## config.mk

```make
export PLATFORM = sky130hd
export DESIGN_NAME = branch_predict_ctrl_flat
export DESIGN_NICKNAME = d
export VERILOG_FILES = /design/src/rtl/branch_predict_ctrl_if.sv /design/src/rtl/branch_predict_ctrl.sv /design/src/flat_wrapper.sv
export SDC_FILE = /design/constraint.sdc
export NUM_CORES = 1
export LEC_CHECK = 0
export BUFFER_PORTS_ARGS = -buffer_cell sky130_fd_sc_hd__buf_2
export CAP_MARGIN = 20
export CORE_MARGIN = 1.5
export CORE_UTILIZATION = 55
export CTS_CLUSTER_DIAMETER = 100
export DETAILED_ROUTE_END_ITERATION = 10
export GPL_TIMING_DRIVEN = 0
export PLACE_DENSITY = 0.78
export SLEW_MARGIN = 20
export SYNTH_ARGS = -nofsm -noshare
export SYNTH_HDL_FRONTEND = slang
export SYNTH_SLANG_ARGS = --single-unit
export TNS_END_PERCENT = 10
```

## constraint.sdc

```tcl
create_clock -name clk -period 2.7 [get_ports clk]
set_input_delay 0.54 -clock clk [delete_from_list [all_inputs] [get_ports clk]]
set_output_delay 0.54 -clock clk [all_outputs]
set_load 0.005 [all_outputs]
```

## src/rtl/branch_predict_ctrl_if.sv

```systemverilog
// ============================================================================
// Module   : branch_predict_ctrl_if
// Brief    : Fetch, execute, BHT and status signals of branch_predict_ctrl.
// Revision : 1.0 - initial release
// ============================================================================
`default_nettype none

interface branch_predict_ctrl_if #(
  parameter int LOWER = 5,
  parameter int CNT_W = 16
);
  logic             lookup_valid;
  logic [LOWER-1:0] lookup_idx;
  logic             lookup_ready;
  logic             pred_valid;
  logic             pred_taken;
  logic             resolve_valid;
  logic             resolve_taken;
  logic             mispredict;
  logic             bht_rd_en;
  logic [LOWER-1:0] bht_rd_addr;
  logic             bht_pred;
  logic             bht_wr_en;
  logic [LOWER-1:0] bht_wr_addr;
  logic             bht_wr_taken;
  logic [CNT_W-1:0] branch_cnt;
  logic [CNT_W-1:0] mispred_cnt;
  logic             err_underflow;

  // Controller view
  modport slave (
    input  lookup_valid, lookup_idx, resolve_valid, resolve_taken, bht_pred,
    output lookup_ready, pred_valid, pred_taken, mispredict,
    output bht_rd_en, bht_rd_addr, bht_wr_en, bht_wr_addr, bht_wr_taken,
    output branch_cnt, mispred_cnt, err_underflow
  );

  // Pipeline / BHT view
  modport master (
    output lookup_valid, lookup_idx, resolve_valid, resolve_taken, bht_pred,
    input  lookup_ready, pred_valid, pred_taken, mispredict,
    input  bht_rd_en, bht_rd_addr, bht_wr_en, bht_wr_addr, bht_wr_taken,
    input  branch_cnt, mispred_cnt, err_underflow
  );
endinterface

`default_nettype wire

```

## src/rtl/branch_predict_ctrl.sv

```systemverilog
// ============================================================================
// Module   : branch_predict_ctrl
// Brief    : BHT sequencer: lookups, in-order in-flight queue, resolution,
//            mispredict flush window and saturating statistics.
// Revision : 1.0 - initial release
// ============================================================================
`default_nettype none

module branch_predict_ctrl #(
  parameter int LOWER     = 5,
  parameter int DEPTH     = 4,
  parameter int FLUSH_CYC = 3,
  parameter int CNT_W     = 16
) (
  input  wire logic              clk,
  input  wire logic              arst_n,
  branch_predict_ctrl_if.slave   bus_io
);

  localparam int c_PTR_W = $clog2(DEPTH);
  localparam int c_FC_W  = $clog2(FLUSH_CYC + 1);

  typedef enum logic [0:0] {
    ST_RUN   = 1'b0,
    ST_FLUSH = 1'b1
  } state_e;

  state_e               state_q, state_d;
  logic [c_FC_W-1:0]    flush_cnt_q, flush_cnt_d;

  logic [LOWER-1:0]     idx_mem_q [DEPTH];
  logic [DEPTH-1:0]     pred_mem_q;
  logic [c_PTR_W-1:0]   wr_ptr_q, wr_ptr_d;
  logic [c_PTR_W-1:0]   rd_ptr_q, rd_ptr_d;
  logic [c_PTR_W:0]     count_q, count_d;
  logic                 pend_q, pend_d;
  logic [LOWER-1:0]     pend_idx_q, pend_idx_d;

  logic [CNT_W-1:0]     branch_cnt_q, branch_cnt_d;
  logic [CNT_W-1:0]     mispred_cnt_q, mispred_cnt_d;
  logic                 err_q, err_d;

  logic                 w_have_head;
  logic                 w_head_pending;
  logic [LOWER-1:0]     w_head_idx;
  logic                 w_head_pred;
  logic                 w_resolve_hit;
  logic                 w_mispredict;
  logic [c_PTR_W:0]     w_occupancy;
  logic                 w_ready;
  logic                 w_accept;
  logic                 w_push;
  logic                 w_pop;

  // A prediction still in its return cycle is the head when the queue is empty
  assign w_head_pending = pend_q && (count_q == '0);
  assign w_have_head    = pend_q || (count_q != '0);
  assign w_head_idx     = w_head_pending ? pend_idx_q : idx_mem_q[rd_ptr_q];
  assign w_head_pred    = w_head_pending ? bus_io.bht_pred : pred_mem_q[rd_ptr_q];

  assign w_resolve_hit  = bus_io.resolve_valid && w_have_head;
  assign w_mispredict   = w_resolve_hit && (bus_io.resolve_taken != w_head_pred);

  assign w_occupancy    = count_q + (c_PTR_W + 1)'(pend_q);
  assign w_ready        = (state_q == ST_RUN) &&
                          (w_occupancy < (c_PTR_W + 1)'(DEPTH)) &&
                          !w_mispredict;
  assign w_accept       = bus_io.lookup_valid && w_ready;

  // A pending entry resolved in its own return cycle is consumed, never stored
  assign w_push         = pend_q && !(w_head_pending && w_resolve_hit);
  assign w_pop          = w_resolve_hit && !w_head_pending;

  always_comb begin
    state_d     = state_q;
    flush_cnt_d = flush_cnt_q;
    case (state_q)
      ST_RUN: begin
        if (w_mispredict) begin
          state_d     = ST_FLUSH;
          flush_cnt_d = c_FC_W'(FLUSH_CYC);
        end
      end
      ST_FLUSH: begin
        if (flush_cnt_q == c_FC_W'(1)) begin
          state_d     = ST_RUN;
          flush_cnt_d = '0;
        end else begin
          flush_cnt_d = flush_cnt_q - c_FC_W'(1);
        end
      end
      default: begin
        state_d     = ST_RUN;
        flush_cnt_d = '0;
      end
    endcase
  end

  always_ff @(posedge clk or negedge arst_n) begin
    if (!arst_n) begin
      state_q     <= ST_RUN;
      flush_cnt_q <= '0;
    end else begin
      state_q     <= state_d;
      flush_cnt_q <= flush_cnt_d;
    end
  end

  always_comb begin
    wr_ptr_d   = wr_ptr_q + c_PTR_W'(w_push);
    rd_ptr_d   = rd_ptr_q + c_PTR_W'(w_pop);
    count_d    = count_q + (c_PTR_W + 1)'(w_push) - (c_PTR_W + 1)'(w_pop);
    pend_d     = w_accept;
    pend_idx_d = w_accept ? bus_io.lookup_idx : pend_idx_q;
    if (w_mispredict) begin
      wr_ptr_d = '0;
      rd_ptr_d = '0;
      count_d  = '0;
      pend_d   = 1'b0;
    end
  end

  always_comb begin
    branch_cnt_d  = branch_cnt_q;
    mispred_cnt_d = mispred_cnt_q;
    err_d         = err_q;
    if (w_resolve_hit && (branch_cnt_q != '1)) begin
      branch_cnt_d = branch_cnt_q + CNT_W'(1);
    end
    if (w_mispredict && (mispred_cnt_q != '1)) begin
      mispred_cnt_d = mispred_cnt_q + CNT_W'(1);
    end
    if (bus_io.resolve_valid && !w_have_head) begin
      err_d = 1'b1;
    end
  end

  always_ff @(posedge clk or negedge arst_n) begin
    if (!arst_n) begin
      wr_ptr_q      <= '0;
      rd_ptr_q      <= '0;
      count_q       <= '0;
      pend_q        <= 1'b0;
      pend_idx_q    <= '0;
      branch_cnt_q  <= '0;
      mispred_cnt_q <= '0;
      err_q         <= 1'b0;
    end else begin
      wr_ptr_q      <= wr_ptr_d;
      rd_ptr_q      <= rd_ptr_d;
      count_q       <= count_d;
      pend_q        <= pend_d;
      pend_idx_q    <= pend_idx_d;
      branch_cnt_q  <= branch_cnt_d;
      mispred_cnt_q <= mispred_cnt_d;
      err_q         <= err_d;
    end
  end

  // Entry storage needs no reset: occupancy is tracked by count_q alone
  always_ff @(posedge clk) begin
    if (w_push) begin
      idx_mem_q[wr_ptr_q]  <= pend_idx_q;
      pred_mem_q[wr_ptr_q] <= bus_io.bht_pred;
    end
  end

  assign bus_io.lookup_ready  = w_ready;
  assign bus_io.pred_valid    = pend_q;
  assign bus_io.pred_taken    = pend_q && bus_io.bht_pred;
  assign bus_io.mispredict    = w_mispredict;
  assign bus_io.bht_rd_en     = w_accept;
  assign bus_io.bht_rd_addr   = w_accept ? bus_io.lookup_idx : '0;
  assign bus_io.bht_wr_en     = w_resolve_hit;
  assign bus_io.bht_wr_addr   = w_resolve_hit ? w_head_idx : '0;
  assign bus_io.bht_wr_taken  = w_resolve_hit && bus_io.resolve_taken;
  assign bus_io.branch_cnt    = branch_cnt_q;
  assign bus_io.mispred_cnt   = mispred_cnt_q;
  assign bus_io.err_underflow = err_q;

endmodule

`default_nettype wire
```

## src/flat_wrapper.sv

```systemverilog
// flat-port wrapper written by rule: the top's interface ports become plain ports
module branch_predict_ctrl_flat 
#(
  parameter int LOWER     = 5,
  parameter int DEPTH     = 4,
  parameter int FLUSH_CYC = 3,
  parameter int CNT_W     = 16
)
  (clk, arst_n, bus_io_lookup_valid, bus_io_lookup_idx, bus_io_resolve_valid, bus_io_resolve_taken, bus_io_bht_pred, bus_io_lookup_ready, bus_io_pred_valid, bus_io_pred_taken, bus_io_mispredict, bus_io_bht_rd_en, bus_io_bht_rd_addr, bus_io_bht_wr_en, bus_io_bht_wr_addr, bus_io_bht_wr_taken, bus_io_branch_cnt, bus_io_mispred_cnt, bus_io_err_underflow);
  branch_predict_ctrl_if #(.LOWER(LOWER), .CNT_W(CNT_W)) bus_io_i ();
  input  wire logic clk;
  input  wire logic arst_n;
  input wire logic [$bits(bus_io_i.lookup_valid)-1:0] bus_io_lookup_valid;
  input wire logic [$bits(bus_io_i.lookup_idx)-1:0] bus_io_lookup_idx;
  input wire logic [$bits(bus_io_i.resolve_valid)-1:0] bus_io_resolve_valid;
  input wire logic [$bits(bus_io_i.resolve_taken)-1:0] bus_io_resolve_taken;
  input wire logic [$bits(bus_io_i.bht_pred)-1:0] bus_io_bht_pred;
  output wire logic [$bits(bus_io_i.lookup_ready)-1:0] bus_io_lookup_ready;
  output wire logic [$bits(bus_io_i.pred_valid)-1:0] bus_io_pred_valid;
  output wire logic [$bits(bus_io_i.pred_taken)-1:0] bus_io_pred_taken;
  output wire logic [$bits(bus_io_i.mispredict)-1:0] bus_io_mispredict;
  output wire logic [$bits(bus_io_i.bht_rd_en)-1:0] bus_io_bht_rd_en;
  output wire logic [$bits(bus_io_i.bht_rd_addr)-1:0] bus_io_bht_rd_addr;
  output wire logic [$bits(bus_io_i.bht_wr_en)-1:0] bus_io_bht_wr_en;
  output wire logic [$bits(bus_io_i.bht_wr_addr)-1:0] bus_io_bht_wr_addr;
  output wire logic [$bits(bus_io_i.bht_wr_taken)-1:0] bus_io_bht_wr_taken;
  output wire logic [$bits(bus_io_i.branch_cnt)-1:0] bus_io_branch_cnt;
  output wire logic [$bits(bus_io_i.mispred_cnt)-1:0] bus_io_mispred_cnt;
  output wire logic [$bits(bus_io_i.err_underflow)-1:0] bus_io_err_underflow;
  assign bus_io_i.lookup_valid = bus_io_lookup_valid;
  assign bus_io_i.lookup_idx = bus_io_lookup_idx;
  assign bus_io_i.resolve_valid = bus_io_resolve_valid;
  assign bus_io_i.resolve_taken = bus_io_resolve_taken;
  assign bus_io_i.bht_pred = bus_io_bht_pred;
  assign bus_io_lookup_ready = bus_io_i.lookup_ready;
  assign bus_io_pred_valid = bus_io_i.pred_valid;
  assign bus_io_pred_taken = bus_io_i.pred_taken;
  assign bus_io_mispredict = bus_io_i.mispredict;
  assign bus_io_bht_rd_en = bus_io_i.bht_rd_en;
  assign bus_io_bht_rd_addr = bus_io_i.bht_rd_addr;
  assign bus_io_bht_wr_en = bus_io_i.bht_wr_en;
  assign bus_io_bht_wr_addr = bus_io_i.bht_wr_addr;
  assign bus_io_bht_wr_taken = bus_io_i.bht_wr_taken;
  assign bus_io_branch_cnt = bus_io_i.branch_cnt;
  assign bus_io_mispred_cnt = bus_io_i.mispred_cnt;
  assign bus_io_err_underflow = bus_io_i.err_underflow;
  branch_predict_ctrl #(.LOWER(LOWER), .DEPTH(DEPTH), .FLUSH_CYC(FLUSH_CYC), .CNT_W(CNT_W)) u_core (.clk(clk), .arst_n(arst_n), .bus_io(bus_io_i));
endmodule
```

==> results.cfg, run 1 <==
[finish]
num_antenna_cells = 0
finalNetCount = 356
final_layout_size_suffix_gt1_share_pct = 31.4
area_growth_pct = 19.4
seq_area_um2 = 1950
fillerInstances = 436
area_of_the_multi_input_gates_um2 = 1420

[critical_path]
worst_setup_path_end_kind = primary output
cp.required_ns = 2.16
timing.critical_path.slowest_cell_delay_ns = 0.34
crit_fanout = 8
critPathSlowestCell = dfrtp_1
critPathLaunchType = flip-flop
cp.arrival_ns = 2.16
cp_common_cell = buf_6
worst-setup-path-type = flip-flop to primary output
crit_path_cell_trace = buf_6 -> mux2i_1 -> mux2_4 -> o32ai_4 -> nor4_4 -> buf_6 -> and2_1 -> buf_2
worstRegToRegCells = 9

[floorplanning]
die_area_um2 = 6710
ios = 61
std_cell_rows = 28
die_height_um = 81.9
initial_utilization_pct = 57.5
core-area_um2 = 5960
die_width_um = 81.9

[clock_tree]
tritoncts = yes
cts_made_buffers = 9
clk_latency_ns = 0.33
cts.htree.levels = 3
cts.path.max_buffers = 2
tritoncts_num_sinks = 73
post_cts_hold_buffer_count = 0
clkTransAtPathRegs_ns = 0.07
cts_root_buffer = clkbuf_8

[route]
routed_via_density = 5.47
wl_per_cell_um = 15.6
detail_route.wirelength_um = 6520
drtPass1Iterations = 4
remaining_drc_errors = 0
drt-initial-drc-count = 188
vias_post_dr = 2293
final_antenna_net_count = 0

[power_and_ir_drop]
leakage_nw = 1.83
ir_worst_vdd_v = 0.000553
power_density_over_cell_area_nw_per_um2 = 923
finalPower_mw = 3.77

[sta]
hold_viol_final = 0
grt_setup_unrepaired = yes
worst_slew_margin_rel_pct = 30.1
worstMarginPinSlew_ns = 1.05
period_share_pct = 100
timing_max_transition_violations_final = 0
final.min_clock_period_ns = 2.70
max_clock_freq_ghz = 0.371
setup_violations = 0
setup-tns-final_ns = 0
finalClockSkew_ns = 0.00658

[placement]
place.gp.congestion = 0.771
number_of_port_buffers = 60
post-dp-hpwl_um = 4550

[yosys]
main_synth_ff_type = dfrtp_1
leading_post_synthesis_cells_by_instance_count = dfrtp_1 (49), xnor2_1 (29), edfxtp_1 (24)
syn_area_per_cell_um2 = 13.0
synth_edf_count = 24
synth.top_cells.by_area = dfrtp_1 (36%), edfxtp_1 (21%), xnor2_1 (7.4%)
seq_area_frac_synth_pct = 56.9
yosysTopAreaCellShare_pct = 35.8
synthCells = 263
syn_area_um2 = 3420
ys.warnings.count = 0
ys_async_sr_fraction_pct = 67.1
synth-seq-cells = 73
synth_nets = 280
yosysUniqueCellTypes = 46
cell_taking_the_most_area_after_synthesis = dfrtp_1
most_used_standard_cell_by_instance_count_after_synthesis = dfrtp_1

[global_routing]
antenna_found_initial = 0
grt_pass1_wl_um = 10600
via_count_of_the_first_global_routing_pass = 2258
globalRouteOverflowTotal = 0
grt_max_degree = 50
grt_use_total_pct = 21.5

[min_path]
min-delay-path-class = input port to async pin

[run_status]
run_status = complete, no violations

[flow_run]
maxCapViolations = 0
[metal layers]
layer,GRT usage [%],wire [um],vias to the layer above
met1,29.0,2950,1129
met5,0,0,-
met4,5.08,52,0
met2,34.3,3210,57
li1,-,-,1102
met3,6.33,309,5
[timing repair]
| item | 4_1_cts | 5_1_grt |
|---|---|---|
| hold endpoints to repair | 0 | 0 |
| resized for setup | 5 | 4 |
| pin swaps | 7 | 2 |
| endpoints found under the setup margin | 8 | 7 |
| setup buffers | 6 | 0 |
[area by class of cell]
| type | count | area share, % |
|---|---|---|
| tap | 75 | 2.30 |
| buffer | 8 | 1.59 |
| clock buffer | 11 | 3.21 |
| timing repair buffer | 66 | 8.66 |
| sequential | 73 | 47.6 |
| multi-input combinational | 172 | 34.6 |
| inverter | 9 | 0.826 |
| clock inverter | 5 | 1.13 |
[critical path, delay by kind of cell, from the launching register on]
kind,cells,cell delay [ns]
flops,1,0.34
simple gates,2,0.21
compound gates,1,0.32
buf+inv,3,0.39
mux,2,0.56
[power breakdown]
group | internal (mW) | switching [mW] | leakage (nW) | total [mW]
clock | 0.417 | 0.368 | 0.0898 | 0.785
sequential | 1.43 | 0.279 | 0.847 | 1.71
combinational | 0.673 | 0.607 | 0.894 | 1.28
total | 2.52 | 1.25 | 1.83 | 3.77
[sequential cells by signal, summed over array words and instances (netlist names)]
signal	flops
u_core.bus_io.mispred_cnt	16
u_core.idx_mem_q	20
u_core.flush_cnt_q	2
u_core.state_q	1
u_core.wr_ptr_q	2
u_core.rd_ptr_q	2
u_core.count_q	3
u_core.bus_io.err_underflow	1
u_core.pred_mem_q	4
u_core.pend_idx_q	5
u_core.bus_io.pred_valid	1
u_core.bus_io.branch_cnt	16
[through the flow]
step	utilization, %	cells	hold WS [ns]	setup WS [ns]	instance area (um2)
after floorplan	-	263	0.244	0.463	3420
after global placement	64.1	398	0.457	0.161	3820
after detailed placement	64.1	398	0.469	0.122	3820
after CTS	68.3	419	0.252	-0.0339	4070
after global routing	68.6	419	0.272	-0.101	4090
final	68.6	419	0.232	0.00131	4090
[worst paths after layout]
kind	start	to	slack, ns
max reg2reg	u_core.rd_ptr_q[0]	u_core.bus_io.mispred_cnt[11]	0.45
max in group asynchronous	arst_n	u_core.bus_io.branch_cnt[9]	2.04
min reg2reg	u_core.bus_io.err_underflow	u_core.bus_io.err_underflow	0.47
min	arst_n	u_core.pend_idx_q[1]	0.23
min in group clk	bus_io_lookup_idx[0]	u_core.pend_idx_q[0]	0.46
max	u_core.rd_ptr_q[0]	bus_io_bht_rd_addr[4]	0.001
[kinds of logic (layout without fill, tap and decap cells)]
group / after synthesis / in the layout / share of synthesized area (%)
buf+inv: 18 / 99 / 3.11
mux: 19 / 19 / 8.85
xor+xnor: 34 / 34 / 8.70
flops: 73 / 73 / 56.9
fa+ha+maj: 6 / 6 / 2.41
simple gates: 97 / 97 / 15.6
compound gates: 16 / 16 / 4.50
[cells in the final DEF (no fill, tap or decap), drive strengths merged, types with 2 or more instances in the layout]
cell type  instances
buf               70
dfrtp             49
xnor2             29
edfxtp            24
nand2             18
nor2              16
clkbuf            15
nand3             14
nand4             12
mux2              10
inv                9
and2               9
and3               8
nor3               7
a22o               5
xor2               5
ha                 5
mux4               5
a21oi              4
clkinv             4
mux2i              4
and4               3
nor4               3
nor3b              2
nor2b              2
nand2b             2
a2111oi            2
No activity file was read; power rests on OpenSTA's default activity.
==> run 2: changes to the inputs <==
--- a/config.mk
+++ b/config.mk
@@ -7,6 +7,7 @@
 export LEC_CHECK = 0
 export BUFFER_PORTS_ARGS = -buffer_cell sky130_fd_sc_hd__buf_2
 export CAP_MARGIN = 20
+export CORE_ASPECT_RATIO = 0.7
 export CORE_MARGIN = 1.5
 export CORE_UTILIZATION = 55
 export CTS_CLUSTER_DIAMETER = 100
==> run 2 against run 1 <==
Against the previous run: the run now ends with setup timing left; worst setup slack worse by 0.030 ns; register-to-register slack worse by 0.03 ns; total power about the same; fmax down 1.1%; clock power up 0.9%; hold slack worse by 0.029 ns; count of clock-buffer cells in the layout up 1; first-iteration DRC count down 36%; clock skew up 0.0032 ns.
==> results.cfg, run 2 (synthesis results as in run 1) <==
[run_status]
run_status = complete, but fails checks
violated_checks = setup timing

[floorplanning]
core-area_um2 = 5870
ios = 61
die_height_um = 69.0
std_cell_rows = 23
initial_utilization_pct = 58.3
die_area_um2 = 6710
die_width_um = 97.3

[finish]
largest_register = u_core.idx_mem_q
final_common_cell = buf_2
layout_common_cells = buf_2 (57), dfrtp_1 (49), xnor2_1 (29), edfxtp_1 (24), nand2_1 (17)
final_layout_size_suffix_gt1_share_pct = 32.3
non_filler_cells_final = 419
area_growth_pct = 19.7
largest_reg_flops = 20
final_core_utilization_pct = 69.8
num_antenna_cells = 0
finalNetCount = 356

[global_routing]
grt_pass1_wl_um = 11000
global_route.usage.met3_pct = 7.30
via_count_of_the_first_global_routing_pass = 2184
grt_use_total_pct = 21.0
globalRouteOverflowTotal = 0
grt_max_degree = 50
grt.met1_usage_pct = 30.5
busiest_metal_layer_after_global_routing = met2
global_route.usage.met2_pct = 30.8
antenna_found_initial = 0

[clock_tree]
cts.htree.levels = 3
cts_root_buffer = clkbuf_8
cts_made_buffers = 9
clk_latency_ns = 0.34
tritoncts = yes
cts.path.max_buffers = 2
tritoncts_num_sinks = 73
post_cts_hold_buffer_count = 0
clkTransAtPathRegs_ns = 0.07

[power_and_ir_drop]
leakage_nw = 1.83
power_density_over_cell_area_nw_per_um2 = 922
p_sw_mw = 1.25
power.internal_mw = 2.53
share_seq_of_total_power_pct = 45.3
ir_worst_vdd_v = 0.000679
switching_share_pct = 33.1
power_frac_comb_pct = 33.8
power_frac_clock_pct = 21.0

[critical_path]
crit_fanout = 5
worst-setup-path-type = flip-flop to primary output
cp.arrival_ns = 2.19
regToRegSetupSlack_ns = 0.42
worst_setup_path_end_kind = primary output
critPathLaunchType = flip-flop
cp.required_ns = 2.16

[route]
detail_route.wirelength_um = 6690
drtPass1Iterations = 4
drt-initial-drc-count = 120
vias_post_dr = 2327
wl_per_cell_um = 16.0
routed_via_density = 5.55
final_antenna_net_count = 0
remaining_drc_errors = 0

[sta]
fin_hold_ws_ns = 0.203
worst_slew_margin_rel_pct = 29.0
final_critical_path_setup_slack_ns = -0.0290
setup_violations = 5
hold_viol_final = 0
finalClockSkew_ns = 0.00982
timing_max_transition_violations_final = 0
max_clock_freq_ghz = 0.366
period_share_pct = 101
worstMarginPinSlew_ns = 1.06
final.min_clock_period_ns = 2.73
grt_setup_unrepaired = yes

[placement]
dp_slack_ns = 0.126
number_of_port_buffers = 60
placedCellCount = 398
place.gp.congestion = 0.781
post-dp-hpwl_um = 4580

[flow_run]
maxCapViolations = 0

[min_path]
min-delay-path-class = input port to async pin
==> run 2: cell types whose count changed in the layout (fill, tap and decap cells not counted), sizes merged <==
cell	delta
clkbuf	+1
clkinv	-1
==> run 2: power by group through the flow <==
| stage | logic [mW] | registers (mW) | clock network (mW) |
|---|---|---|---|
| after floorplan | 0.854 | 1.66 | 0 |
| after global placement | 1.15 | 1.70 | 0 |
| after detailed placement | 1.19 | 1.72 | 0 |
| after CTS | 1.27 | 1.70 | 0.812 |
| after global routing | 1.42 | 1.75 | 0.858 |
| final | 1.28 | 1.71 | 0.792 |
==> run 2: worst paths after layout <==
path	from	end	cells after the start
worst min register to register	u_core.bus_io.mispred_cnt[13]	u_core.bus_io.mispred_cnt[13]	1
min in group clk	bus_io_lookup_idx[2]	u_core.pend_idx_q[2]	2
worst max-delay path	u_core.rd_ptr_q[0]	bus_io_bht_rd_addr[0]	8
worst min-delay path	arst_n	u_core.rd_ptr_q[0]	1
max in group asynchronous	arst_n	u_core.bus_io.mispred_cnt[3]	1
worst max register to register	u_core.rd_ptr_q[0]	u_core.bus_io.mispred_cnt[11]	9
==> run 2: layout make-up <==
| class | count | area (um2) |
|---|---|---|
| fillers | 423 | 1770 |
| multi-input cells | 172 | 1420 |
| repair buffers | 66 | 364 |
| well taps | 75 | 93.8 |
| plain buffers | 8 | 65.1 |
| flip-flops and latches | 73 | 1950 |
| clock buffers | 12 | 135 |
| clock inverters | 4 | 43.8 |
| inverters | 9 | 33.8 |
==> run 2: per-stage QoR <==
step	setup TNS (ns)	power [mW]	area (um2)
3_5_place_dp	0	2.91	3820
4_1_cts	-0.368	3.78	4060
6_report	-0.0928	3.78	4100
3_3_place_gp	0	2.85	3820
5_1_grt	-0.657	4.02	4100
2_1_floorplan	0	2.51	3420
==> run 2: what timing repair did <==
item / 4_1_cts / 5_1_grt
pin swaps: 4 / 1
endpoints found under the hold margin: 0 / 0
endpoints found under the setup margin: 8 / 7
gates cloned: 1 / 0
gates resized for setup: 6 / 7
buffers inserted: 5 / 0
==> run 2: metal layers <==
metal / wire (um) / part of all wire (%) / up-vias
li1: - / - / 1105
met1: 3130 / 47 / 1146
met2: 3070 / 46 / 70
met3: 449 / 6.7 / 6
met4: 40 / 0.60 / 0
met5: 0 / 0 / -
==> run 2: worst max-delay path: stages, from the launching register on <==
cell and delay (ns):
dfrtp_1 0.38, buf_6 0.13, mux2i_2 0.19, mux2_4 0.33
o32ai_4 0.31, nor4_4 0.10, buf_6 0.15, and2_1 0.14
buf_2 0.12
==> run 3: changes to the inputs <==
--- a/config.mk
+++ b/config.mk
@@ -14,6 +14,7 @@
 export DETAILED_ROUTE_END_ITERATION = 10
 export GPL_TIMING_DRIVEN = 0
 export PLACE_DENSITY = 0.78
+export SKIP_LAST_GASP = 1
 export SLEW_MARGIN = 20
 export SYNTH_ARGS = -nofsm -noshare
 export SYNTH_HDL_FRONTEND = slang
==> run 3 against run 2 <==
Against the previous run: the flow still finishes with violations (setup timing); worst setup slack worse by 0.0057 ns; register-to-register slack about the same; sequential cell count unchanged; count of clock-buffer cells in the layout unchanged; non-clock buffer count is the same; design area down 0.64%; clock power barely moved; critical path type unchanged; critical endpoint is now bus_io_bht_rd_addr[1].
==> results.cfg, run 3 (synthesis results as in run 1) <==
[sta]
hold_viol_final = 0
final.min_clock_period_ns = 2.73
period_share_pct = 101
max_clock_freq_ghz = 0.366
final_critical_path_setup_slack_ns = -0.0347
worst_slew_margin_rel_pct = 32.4
finalClockSkew_ns = 0.0108
timing_max_transition_violations_final = 0
setup-tns-final_ns = -0.129
setup_violations = 5
worstMarginPinSlew_ns = 1.01
grt_setup_unrepaired = yes

[route]
detail_route.wirelength_um = 6610
routed_via_density = 5.53
remaining_drc_errors = 0
drt-initial-drc-count = 127
vias_post_dr = 2317
wl_per_cell_um = 15.8
drtPass1Iterations = 4
final_antenna_net_count = 0

[flow_run]
maxCapViolations = 0

[clock_tree]
cts_root_buffer = clkbuf_8
post_cts_hold_buffer_count = 0
cts.path.max_buffers = 2
clkTransAtPathRegs_ns = 0.07
clk_latency_ns = 0.34
cts_made_buffers = 9
tritoncts_num_sinks = 73
cts.htree.levels = 3
tritoncts = yes

[critical_path]
critPathSlowestCell = dfrtp_1
cp.required_ns = 2.16
crit_path_cell_trace = buf_6 -> mux2i_2 -> mux2_4 -> o32ai_4 -> nor4_4 -> buf_6 -> and2_1 -> buf_2
timing.critical_path.slowest_cell_delay_ns = 0.38
cp_common_cell = buf_6
cp.arrival_ns = 2.19
critical_path.startpoint = u_core.rd_ptr_q[0]
worst-setup-path-type = flip-flop to primary output
worst_setup_path_end_kind = primary output
crit_fanout = 5
critPathLaunchType = flip-flop
rr_startpoint = u_core.rd_ptr_q[0]

[placement]
post-dp-hpwl_um = 4580
number_of_port_buffers = 60
place.gp.congestion = 0.781
placedCellCount = 398
placedInstanceArea_um2 = 3820

[power_and_ir_drop]
ir_worst_vdd_v = 0.000707
leakage_nw = 1.83
power_density_over_cell_area_nw_per_um2 = 923
finalPower_mw = 3.76

[finish]
finalNetCount = 356
non_filler_cells_final = 419
final_common_cell = buf_2
fillerInstances = 424
largest_register = u_core.idx_mem_q
largest_reg_flops = 20
finalInstanceArea_um2 = 4070
num_antenna_cells = 0
layout_common_cells = buf_2 (60), dfrtp_1 (49), xnor2_1 (29), edfxtp_1 (24), nand2_1 (17)
final_layout_size_suffix_gt1_share_pct = 31.4
area_growth_pct = 18.9

[floorplanning]
ios = 61
std_cell_rows = 23
die_width_um = 97.3
die_area_um2 = 6710
die_height_um = 69.0
initial_utilization_pct = 58.3
core-area_um2 = 5870

[run_status]
run_status = complete, but fails checks
violated_checks = setup timing

[global_routing]
via_count_of_the_first_global_routing_pass = 2185
globalRouteOverflowTotal = 0
grt_pass1_wl_um = 11000
antenna_found_initial = 0
grt_max_degree = 50
grt_use_total_pct = 21.0

[min_path]
min-delay-path-class = input port to async pin
-- run 3: report_power, final --
part	internal (mW)	total, mW	leakage (nW)	switching (mW)
combinational	0.661	1.26	0.887	0.597
clock	0.422	0.790	0.0918	0.368
sequential	1.43	1.71	0.847	0.280
total	2.51	3.76	1.83	1.25
-- run 3: cell type report --
type | count | area, um2 | area share [%]
Buffer | 8 | 65.1 | 1.60
Inverter | 9 | 33.8 | 0.830
Timing Repair Buffer | 66 | 345 | 8.48
Clock buffer | 12 | 135 | 3.32
Tap cell | 75 | 93.8 | 2.30
Multi-Input combinational cell | 172 | 1410 | 34.6
Clock inverter | 4 | 43.8 | 1.08
Sequential cell | 73 | 1950 | 47.8
-- run 3: final timing paths --
kind                                                       to  slack, ns  depth (start not counted)
worst max-delay path                    bus_io_bht_rd_addr[1]      -0.03                          8
worst min-delay path                       u_core.rd_ptr_q[0]       0.20                          1
worst max register to register  u_core.bus_io.mispred_cnt[11]       0.42                          9
worst min register to register  u_core.bus_io.mispred_cnt[13]       0.48                          1
max in group asynchronous                u_core.pend_idx_q[0]       2.08                          1
min in group clk                         u_core.pend_idx_q[2]       0.44                          2
-- run 3: layer usage --
metal	vias to the layer above	global-route usage, %	routed length, um
li1	1104	-	-
met1	1147	30.6	3170
met2	64	31.0	3020
met3	2	7.20	401
met4	0	4.29	12
met5	-	0	0
-- run 3: what timing repair did --
item,4_1_cts,5_1_grt
setup endpoints to repair,8,7
gates cloned,1,0
hold endpoints to repair,0,0
pin swaps,2,1
buffers inserted,5,0
gates resized for setup,6,1
-- run 3: per-stage QoR --
stage / hold slack (ns) / util [%] / setup WS, ns
after floorplan: 0.244 / - / 0.463
after global placement: 0.468 / 65.0 / 0.133
after detailed placement: 0.474 / 65.0 / 0.126
after CTS: 0.424 / 69.2 / -0.0814
after global routing: 0.248 / 69.4 / -0.124
final: 0.202 / 69.4 / -0.0347
-- run 3: worst max-delay path, delay by kind of cell, from the launching register on --
kind / cells / cell delay [ns]
multiplexers: 2 / 0.52
buffers and inverters: 3 / 0.39
flip-flops: 1 / 0.38
AO/OA/AOI/OAI: 1 / 0.31
AND/OR/NAND/NOR: 2 / 0.24
